## src/rtl/ssg_pkg.sv

```systemverilog
// ssg_pkg: shared seven-segment constants and hex glyph lookup
package ssg_pkg;
  localparam logic [6:0] SEG_BLANK = 7'h7F;
  localparam logic [6:0] SEG_HEX [16] = '{
    7'h40, 7'h79, 7'h24, 7'h30, 7'h19, 7'h12, 7'h02, 7'h78,
    7'h00, 7'h10, 7'h08, 7'h03, 7'h46, 7'h21, 7'h06, 7'h0E
  };
  function automatic logic [6:0] ssg_hex(input logic [3:0] v);
    return SEG_HEX[v];
  endfunction
endpackage

```

## src/rtl/ssg_hex_decode.sv

```systemverilog
// ssg_hex_decode: nibble to active-low g..a segment pattern
module ssg_hex_decode
  import ssg_pkg::*;
(
  input  logic [3:0] i_nib,
  output logic [6:0] o_seg
);
  assign o_seg = ssg_hex(i_nib);
endmodule

```

## src/rtl/ssg_scan_driver.sv

```systemverilog
// ssg_scan_driver: time-multiplexed common-anode seven-segment scanner
// with blanking, blink, leading-zero suppression and frame-synchronous updates
module ssg_scan_driver
  import ssg_pkg::*;
#(
  parameter int NDIGITS    = 8,
  parameter int SCAN_DIV   = 50000,
  parameter int GUARD      = 2,
  parameter int BLINK_LOG2 = 6
) (
  input  logic                   clk,
  input  logic                   rst,
  input  logic [4*NDIGITS-1:0]   value,
  input  logic [NDIGITS-1:0]     dp,
  input  logic [NDIGITS-1:0]     en,
  input  logic [NDIGITS-1:0]     blink,
  input  logic                   lz_blank,
  input  logic                   load,
  output logic [6:0]             seg,
  output logic                   seg_dp,
  output logic [NDIGITS-1:0]     an,
  output logic                   frame_done
);
  localparam int DIVW = SCAN_DIV > 1 ? $clog2(SCAN_DIV) : 1;
  localparam int DW   = NDIGITS > 1 ? $clog2(NDIGITS) : 1;
  localparam int SW   = 7*NDIGITS + 1;
  logic [SW-1:0]         w_in, r_pend, r_act;
  logic [DIVW-1:0]       r_div;
  logic [DW-1:0]         r_digit;
  logic [BLINK_LOG2:0]   r_fcnt;
  logic [4*NDIGITS-1:0]  w_val;
  logic [NDIGITS-1:0]    w_dp, w_en, w_blink, w_lz, w_blank;
  logic [3:0]            w_nibs [NDIGITS];
  logic [6:0]            w_hex;
  logic                  w_lzb, w_zrun, w_wrap, w_fend, w_guard, w_off;
  assign w_in = {lz_blank, blink, en, dp, value};
  assign {w_lzb, w_blink, w_en, w_dp, w_val} = r_act;
  assign w_wrap = r_div == DIVW'(SCAN_DIV - 1);
  assign w_fend = w_wrap && r_digit == DW'(NDIGITS - 1);
  assign frame_done = w_fend;
  assign w_guard = r_div < DIVW'(GUARD);
  // A digit is a leading zero only while every digit above it is also zero
  always_comb begin
    w_lz = '0;
    w_zrun = w_lzb;
    for (int i = 0; i < NDIGITS; i++) w_nibs[i] = w_val[4*i +: 4];
    for (int i = NDIGITS - 1; i > 0; i--) begin
      w_zrun = w_zrun && (w_val[4*i +: 4] == 4'h0);
      w_lz[i] = w_zrun;
    end
  end
  assign w_blank = ~w_en | (w_blink & {NDIGITS{r_fcnt[BLINK_LOG2]}}) | w_lz;
  assign w_off = w_guard || w_blank[r_digit];
  ssg_hex_decode u_dec (.i_nib(w_nibs[r_digit]), .o_seg(w_hex));
  always_ff @(posedge clk or posedge rst) begin
    if (rst) begin
      r_div   <= '0;
      r_digit <= '0;
      r_fcnt  <= '0;
      r_pend  <= '0;
      r_act   <= '0;
      an      <= '1;
      seg     <= SEG_BLANK;
      seg_dp  <= 1'b1;
    end else begin
      r_div <= w_wrap ? '0 : r_div + 1'b1;
      if (w_wrap) r_digit <= r_digit == DW'(NDIGITS - 1) ? '0 : r_digit + 1'b1;
      if (load) r_pend <= w_in;
      if (w_fend) begin
        r_act  <= load ? w_in : r_pend;
        r_fcnt <= r_fcnt + 1'b1;
      end
      an     <= w_guard ? '1 : ~(NDIGITS'(1) << r_digit);
      seg    <= w_off ? SEG_BLANK : w_hex;
      seg_dp <= w_off || !w_dp[r_digit];
    end
  end
endmodule

```

## config.mk

```make
export PLATFORM = sky130hd
export DESIGN_NAME = ssg_scan_driver
export DESIGN_NICKNAME = d
export VERILOG_FILES = /design/src/rtl/ssg_pkg.sv /design/src/rtl/ssg_hex_decode.sv /design/src/rtl/ssg_scan_driver.sv
export SDC_FILE = /design/constraint.sdc
export NUM_CORES = 1
export LEC_CHECK = 0
export BUFFER_PORTS_ARGS = -buffer_cell sky130_fd_sc_hd__buf_2
export CAP_MARGIN = 20
export CORE_AREA = 4 4 120 122
export CTS_BUF_LIST = sky130_fd_sc_hd__clkbuf_4
export DETAILED_ROUTE_END_ITERATION = 8
export DIE_AREA = 0 0 124 126
export PLACE_DENSITY = 0.82
export SLEW_MARGIN = 20
export SYNTH_ARGS = -nofsm -noshare
export SYNTH_HDL_FRONTEND = slang
export SYNTH_HIERARCHICAL = 1
export SYNTH_SLANG_ARGS = --single-unit
```

## constraint.sdc

```tcl
create_clock -name clk -period 5.6 [get_ports clk]
set_input_delay 0.28 -clock clk [delete_from_list [all_inputs] [get_ports clk]]
set_output_delay 0.28 -clock clk [all_outputs]
set_load 0.1 [all_outputs]
```

==> results of run 1 <==
-- power groups by stage --
stage / clock [mW] / sequential [mW] / combinational [mW]
2_1_floorplan: 0 / 1.26 / 0.136
3_3_place_gp: 0 / 1.24 / 0.204
3_5_place_dp: 0 / 1.24 / 0.212
4_1_cts: 0.576 / 1.22 / 0.245
5_1_grt: 0.639 / 1.23 / 0.266
6_report: 0.567 / 1.22 / 0.244
-- metrics by stage --
| stage | cell area (um^2) | utilization, % | instances | power (mW) |
|---|---|---|---|---|
| after global routing | 8370 | 63.5 | 824 | 2.13 |
| after global placement | 7570 | 57.4 | 734 | 1.44 |
| after CTS | 8370 | 63.5 | 824 | 2.04 |
| after detailed placement | 7570 | 57.4 | 734 | 1.46 |
| after floorplan | 7090 | - | 500 | 1.39 |
| final | 8380 | 63.5 | 825 | 2.04 |
-- synth_stat cells (all sizes together) (7+ instances only) --
| library cell | instances |
|---|---|
| nand3 | 16 |
| buf | 15 |
| dfrtp | 140 |
| xor2 | 12 |
| inv | 9 |
| o21bai | 7 |
| xnor2 | 7 |
| nor4 | 11 |
| nor2 | 20 |
| dfstp | 16 |
| mux4 | 11 |
| mux2 | 116 |
| nand2 | 43 |
| o21ai | 8 |
| ha | 15 |
-- worst max-delay path: stages (launching register included) --
cell and delay (ps):
dfrtp_1 930, ha_1 310, ha_1 320, and3_1 240, buf_2 440
-- flip-flops by register name, summed over array words and instances (netlist names) --
name / cells
r_digit: 3
r_div: 16
seg_dp: 1
seg: 7
r_pend: 57
r_fcnt: 7
r_act: 57
an: 8
-- kinds of logic (layout without fill, tap and decap cells) --
kind of cell               Yosys count  count (layout)
AOI/OAI and AO/OA                   30              30
muxes                              131             131
buffers and inverters               30             178
and+or+nand+nor                    119             119
other                                0               1
DFF                                156             156
adders and majority gates           15              15
xor gates and xnor gates            19              19
-- layout make-up --
| cell class | instances | area, um^2 | area share [%] |
|---|---|---|---|
| multi-input combinational | 314 | 2990 | 35.7 |
| timing repair buffer | 137 | 986 | 11.8 |
| inverter | 9 | 38.8 | 0.463 |
| clock buffer | 19 | 143 | 1.70 |
| tap | 176 | 220 | 2.63 |
| sequential | 156 | 3920 | 46.8 |
| antenna | 1 | 2.50 | 0.0299 |
| clock inverter | 13 | 76.3 | 0.911 |
-- worst max path at each step --
stage / slack [ps] / from / endpoint / cells after the start
global route: 2290 / r_digit[0] / seg[0] / 9
finish: 2530 / r_digit[0] / frame_done / 4
global placement: 2770 / r_digit[0] / seg[0] / 9
CTS: 2490 / r_digit[0] / frame_done / 4
detailed placement: 2610 / r_digit[0] / seg[0] / 9
floorplan: 1140 / rst / r_act[0] / 1
-- metal layers --
| layer | global-route usage, % | wire [um] |
|---|---|---|
| met2 | 32.3 | 7380 |
| met4 | 8.38 | 423 |
| met1 | 25.5 | 6050 |
| met3 | 4.39 | 766 |
| met5 | 0 | 0 |
-- what timing repair did --
item                       4_1_cts  5_1_grt
hold buffers                    58        0
setup endpoints to repair        0        0
hold endpoints to repair       126        0
gates resized for setup          0        0
==> impl_metrics.env, run 1 <==
export IMPL_run_status="finished, final reports clean"
export IMPL_placementRows=42
export IMPL_synth_compound_area_share_pct=3.11
export IMPL_leakage_nw=3.93
export IMPL_async_flop_share_pct=100
export IMPL_hpwl_mm=9.42
export IMPL_fin_ws_ps=2530
export IMPL_fin_crit_ps=3070
export IMPL_die_h_um=126
export IMPL_wl_per_cell_um=17.7
export IMPL_yosys_area_top_type="dfrtp_1"
export IMPL_ant_nets=0
export IMPL_ys_warn_count=6
export IMPL_p_clk_share_pct=27.8
export IMPL_drt_total_wl_mm=14.6
export IMPL_ys_types=46
export IMPL_synthAdderAreaFrac_pct=2.65
export IMPL_tightest_slew_ps=1110
export IMPL_clock_latency_ps=560
export IMPL_holdCritPathClass="primary input to asynchronous set/reset pin"
export IMPL_rsz0062_at_grt="false"
export IMPL_synthTopCellsByArea="dfrtp_1 49%, mux2_4 12%, mux2_2 9.4%, dfstp_2 5.9%, mux4_2 3.2%"
export IMPL_htree_levels=4
export IMPL_clock_skew_final_ps=39.0
export IMPL_route_vias_total=4460
export IMPL_synth_xor_area_share_pct=2.35
export IMPL_relSlewSlack_pct=25.2
export IMPL_slew_violations=0
export IMPL_maxCapViolations=0
export IMPL_core_um2=13200
export IMPL_crit_type="register to output pin"
export IMPL_pre_cts_slack_ps=2610
export IMPL_ioPinCount=77
export IMPL_rrSetupSlack_ps=2530
export IMPL_comb_power_share_pct=12.0
export IMPL_synth_edff_count=0
export IMPL_synthSimpleGateAreaFrac_pct=8.48
export IMPL_clk_pin_slew_ps=130
export IMPL_ctsRootBufferMaster="clkbuf_4"
export IMPL_cp_max_fo=17
export IMPL_rr_endpoint="seg[0]"
export IMPL_post_cts_setup_buffer_count=0
export IMPL_finalSetupTns_ps=0
export IMPL_power_density_nw_per_um2=243
export IMPL_grt_usage_pct=19.8
export IMPL_first_pass_iters=6
export IMPL_fin_crit_sh_pct=54.8
export IMPL_synth_area_um2=7090
export IMPL_peakVddDrop_mv=0.192
export IMPL_cp_start_kind="register"
export IMPL_p_sw_share_pct=26.4
export IMPL_yosysSeqAreaShare_pct=55.4
export IMPL_final_cell_mix="140 x dfrtp_1, 75 x buf_2, 59 x mux2_2"
export IMPL_place_congestion=0.855
export IMPL_synthCells=500
export IMPL_synth_mux_area_share_pct=25.6
export IMPL_ys_seq_elements=156
export IMPL_area_delta_synth_final_pct=18.2
export IMPL_die_area_um2=15600
export IMPL_reg2reg_from="r_digit[0]"
export IMPL_final_common_cell="dfrtp_1"
export IMPL_dominantRegCellSynth="dfrtp_1"
export IMPL_hold_viol=0
export IMPL_grt_remaining_overflow=0
export IMPL_reg2regPathDepth=9
export IMPL_p_seq_share_pct=60.2
export IMPL_layout_drive_gt1_share_pct=39.7
export IMPL_io_buffer_count=76
export IMPL_syn_nets=575
export IMPL_antenna_found_initial=0
export IMPL_cp_arrival_ps=2790
export IMPL_finalSetupViolCount=0
export IMPL_cts_buffers=17
export IMPL_fill_cells=934
export IMPL_hold_ws_ps=401
export IMPL_drc=0
export IMPL_clock_sinks=156
export IMPL_p_sw_mw=0.537
export IMPL_grt_max_degree=87
export IMPL_tritoncts="yes"
export IMPL_clockBufferDepth=2
export IMPL_synth_top_family_by_area="multiplexers"
export IMPL_layout_nets=710
export IMPL_drt_initial_drc_count=331
export IMPL_end_kind="output pin"
export IMPL_viasPerCell=5.41
export IMPL_max_clock_freq_mhz=326
export IMPL_fp_dieW_um=124
export IMPL_synth_top_area_share_pct=49.4
export IMPL_intPower_mw=1.50
export IMPL_start_util_pct=53.7
export IMPL_syn_avg_cell_area_um2=14.2
export IMPL_grt_pass1_wl_mm=24.0
export IMPL_cp_required_ps=5320
export IMPL_grt_pass1_vias=4766
Power figures use the tool's default switching activity.
==> run 2: changes to the inputs <==
PLACE_DENSITY = 0.85   (was 0.82)
clock period = 2.58 ns   (was 5.6 ns; I/O delays follow)
==> impl_metrics.env, run 2 (same netlist as run 1, synthesis figures left out) <==
export IMPL_grt_usage_pct=21.8
export IMPL_diodes=0
export IMPL_slew_violations=0
export IMPL_holdPathStages=2
export IMPL_power_density_nw_per_um2=554
export IMPL_cp_arrival_ps=3020
export IMPL_p_sw_mw=1.22
export IMPL_p_sw_share_pct=25.5
export IMPL_layout_drive_gt1_share_pct=42.1
export IMPL_ant_nets=0
export IMPL_place_congestion=0.825
export IMPL_hold_viol=0
export IMPL_relSlewSlack_pct=45.9
export IMPL_start_util_pct=53.7
export IMPL_utilization_pct=65.3
export IMPL_wl_per_cell_um=19.3
export IMPL_ioPinCount=77
export IMPL_first_pass_iters=7
export IMPL_pre_cts_slack_ps=-85.7
export IMPL_end_kind="register"
export IMPL_cp_required_ps=3100
export IMPL_rr_endpoint="seg[0]"
export IMPL_cp_start_kind="register"
export IMPL_p_seq_share_pct=55.8
export IMPL_final_common_cell="dfrtp_1"
export IMPL_io_buffer_count=76
export IMPL_final_cell_mix="138 x dfrtp_1, 75 x buf_2, 59 x mux2_2"
export IMPL_clock_latency_ps=580
export IMPL_tightest_slew_ps=812
export IMPL_reg_top3="r_act: 57 flops, r_pend: 57 flops, r_div: 16 flops"
export IMPL_worstHoldStart="load"
export IMPL_max_clock_freq_mhz=399
export IMPL_grt_remaining_overflow=0
export IMPL_setup_worst_path_start="r_digit[0]"
export IMPL_clockBufferDepth=2
export IMPL_placementRows=42
export IMPL_htree_levels=4
export IMPL_core_um2=13200
export IMPL_drt_initial_drc_count=438
export IMPL_p_clk_share_pct=32.8
export IMPL_fp_dieW_um=124
export IMPL_antenna_found_initial=0
export IMPL_comb_power_share_pct=11.4
export IMPL_rrSetupSlack_ps=80
export IMPL_viasPerCell=5.68
export IMPL_tritoncts="yes"
export IMPL_grt_max_degree=157
export IMPL_area_delta_synth_final_pct=21.5
export IMPL_finalSetupTns_ps=0
export IMPL_clock_skew_final_ps=23.7
export IMPL_drc=0
export IMPL_peakVddDrop_mv=0.362
export IMPL_intPower_mw=3.55
export IMPL_clk_pin_slew_ps=130
export IMPL_fin_crit_ps=2500
export IMPL_run_status="finished, final reports clean"
export IMPL_clock_sinks=156
export IMPL_fin_area_um2=8610
export IMPL_cp_max_fo=7
export IMPL_die_h_um=126
export IMPL_finalSetupViolCount=0
export IMPL_maxCapViolations=0
export IMPL_cts_buffers=17
export IMPL_placed_cell_area_um2=7670
export IMPL_leakage_nw=4.04
export IMPL_fin_crit_sh_pct=97.1
export IMPL_route_vias_total=4760
export IMPL_fin_ws_ps=76.0
export IMPL_hpwl_mm=9.74
export IMPL_die_area_um2=15600
export IMPL_reg2reg_from="r_digit[0]"
export IMPL_reg2regPathDepth=9
export IMPL_grt_pass1_wl_mm=26.0
export IMPL_layout_nets=724
export IMPL_holdCritPathClass="primary input to register"
export IMPL_crit_type="register to register"
export IMPL_drt_total_wl_mm=16.2
export IMPL_crit_end="seg[0]"
export IMPL_grt_pass1_vias=4971
export IMPL_ctsRootBufferMaster="clkbuf_4"
==> run 2: cell types whose count changed in the layout (fill, tap and decap cells not counted), moves of 3 or more <==
cell,before,now
buf_4,4,15
clkinv_2,6,1
bufinv_16,0,3
clkinv_4,0,3
==> run 2: how the worst min path moves through the flow <==
stage / endpoint / slack [ps]
finish: r_pend[23] / 160
global route: r_pend[26] / 160
CTS: r_pend[50] / 140
detailed placement: r_pend[2] / 380
global placement: r_pend[46] / 390
floorplan: r_pend[29] / 290
==> run 2: critical path, stage by stage (launching register included) <==
cell      delay, ps
dfrtp_2         480
mux4_2          550
nand2_1         140
nand2_2         120
inv_2           130
ha_1            200
and2b_2         240
or3b_1          380
o21ai_0          90
o21bai_1        130
==> run 2: area by class of cell <==
class                   count  area, um^2
fillers                   886        4580
flip-flops and latches    156        3930
multi-input cells         314        3000
repair buffers            151        1120
well taps                 176         220
clock inverters            14         169
clock buffers              18         135
inverters                   9        37.5
==> run 2: through the flow <==
| step | instances | power [mW] | hold slack [ps] |
|---|---|---|---|
| floorplan | 500 | 3.02 | 294 |
| global placement | 744 | 3.14 | 389 |
| detailed placement | 744 | 3.17 | 384 |
| CTS | 837 | 4.77 | 143 |
| global route | 838 | 4.96 | 158 |
| finish | 838 | 4.77 | 164 |
==> run 2: layer usage <==
| layer | up-vias | GRT usage, % | part of all wire (%) |
|---|---|---|---|
| li1 | 2080 | - | - |
| met1 | 2381 | 28.2 | 40 |
| met2 | 229 | 34.7 | 49 |
| met3 | 68 | 5.07 | 6.1 |
| met4 | 2 | 10.1 | 4.3 |
| met5 | - | 0 | 0.18 |
==> run 2: power by group through the flow <==
stage | logic [mW] | clock network (mW) | registers (mW)
after floorplan | 0.296 | 0 | 2.73
after global placement | 0.447 | 0 | 2.69
after detailed placement | 0.466 | 0 | 2.70
after CTS | 0.537 | 1.58 | 2.66
after global routing | 0.589 | 1.69 | 2.67
final | 0.544 | 1.56 | 2.66
==> run 2: repair_timing <==
item	CTS	global route
hold buffers	58	0
hold endpoints to repair	254	0
gates resized for setup	3	6
setup endpoints to repair	3	4
setup buffers	3	1
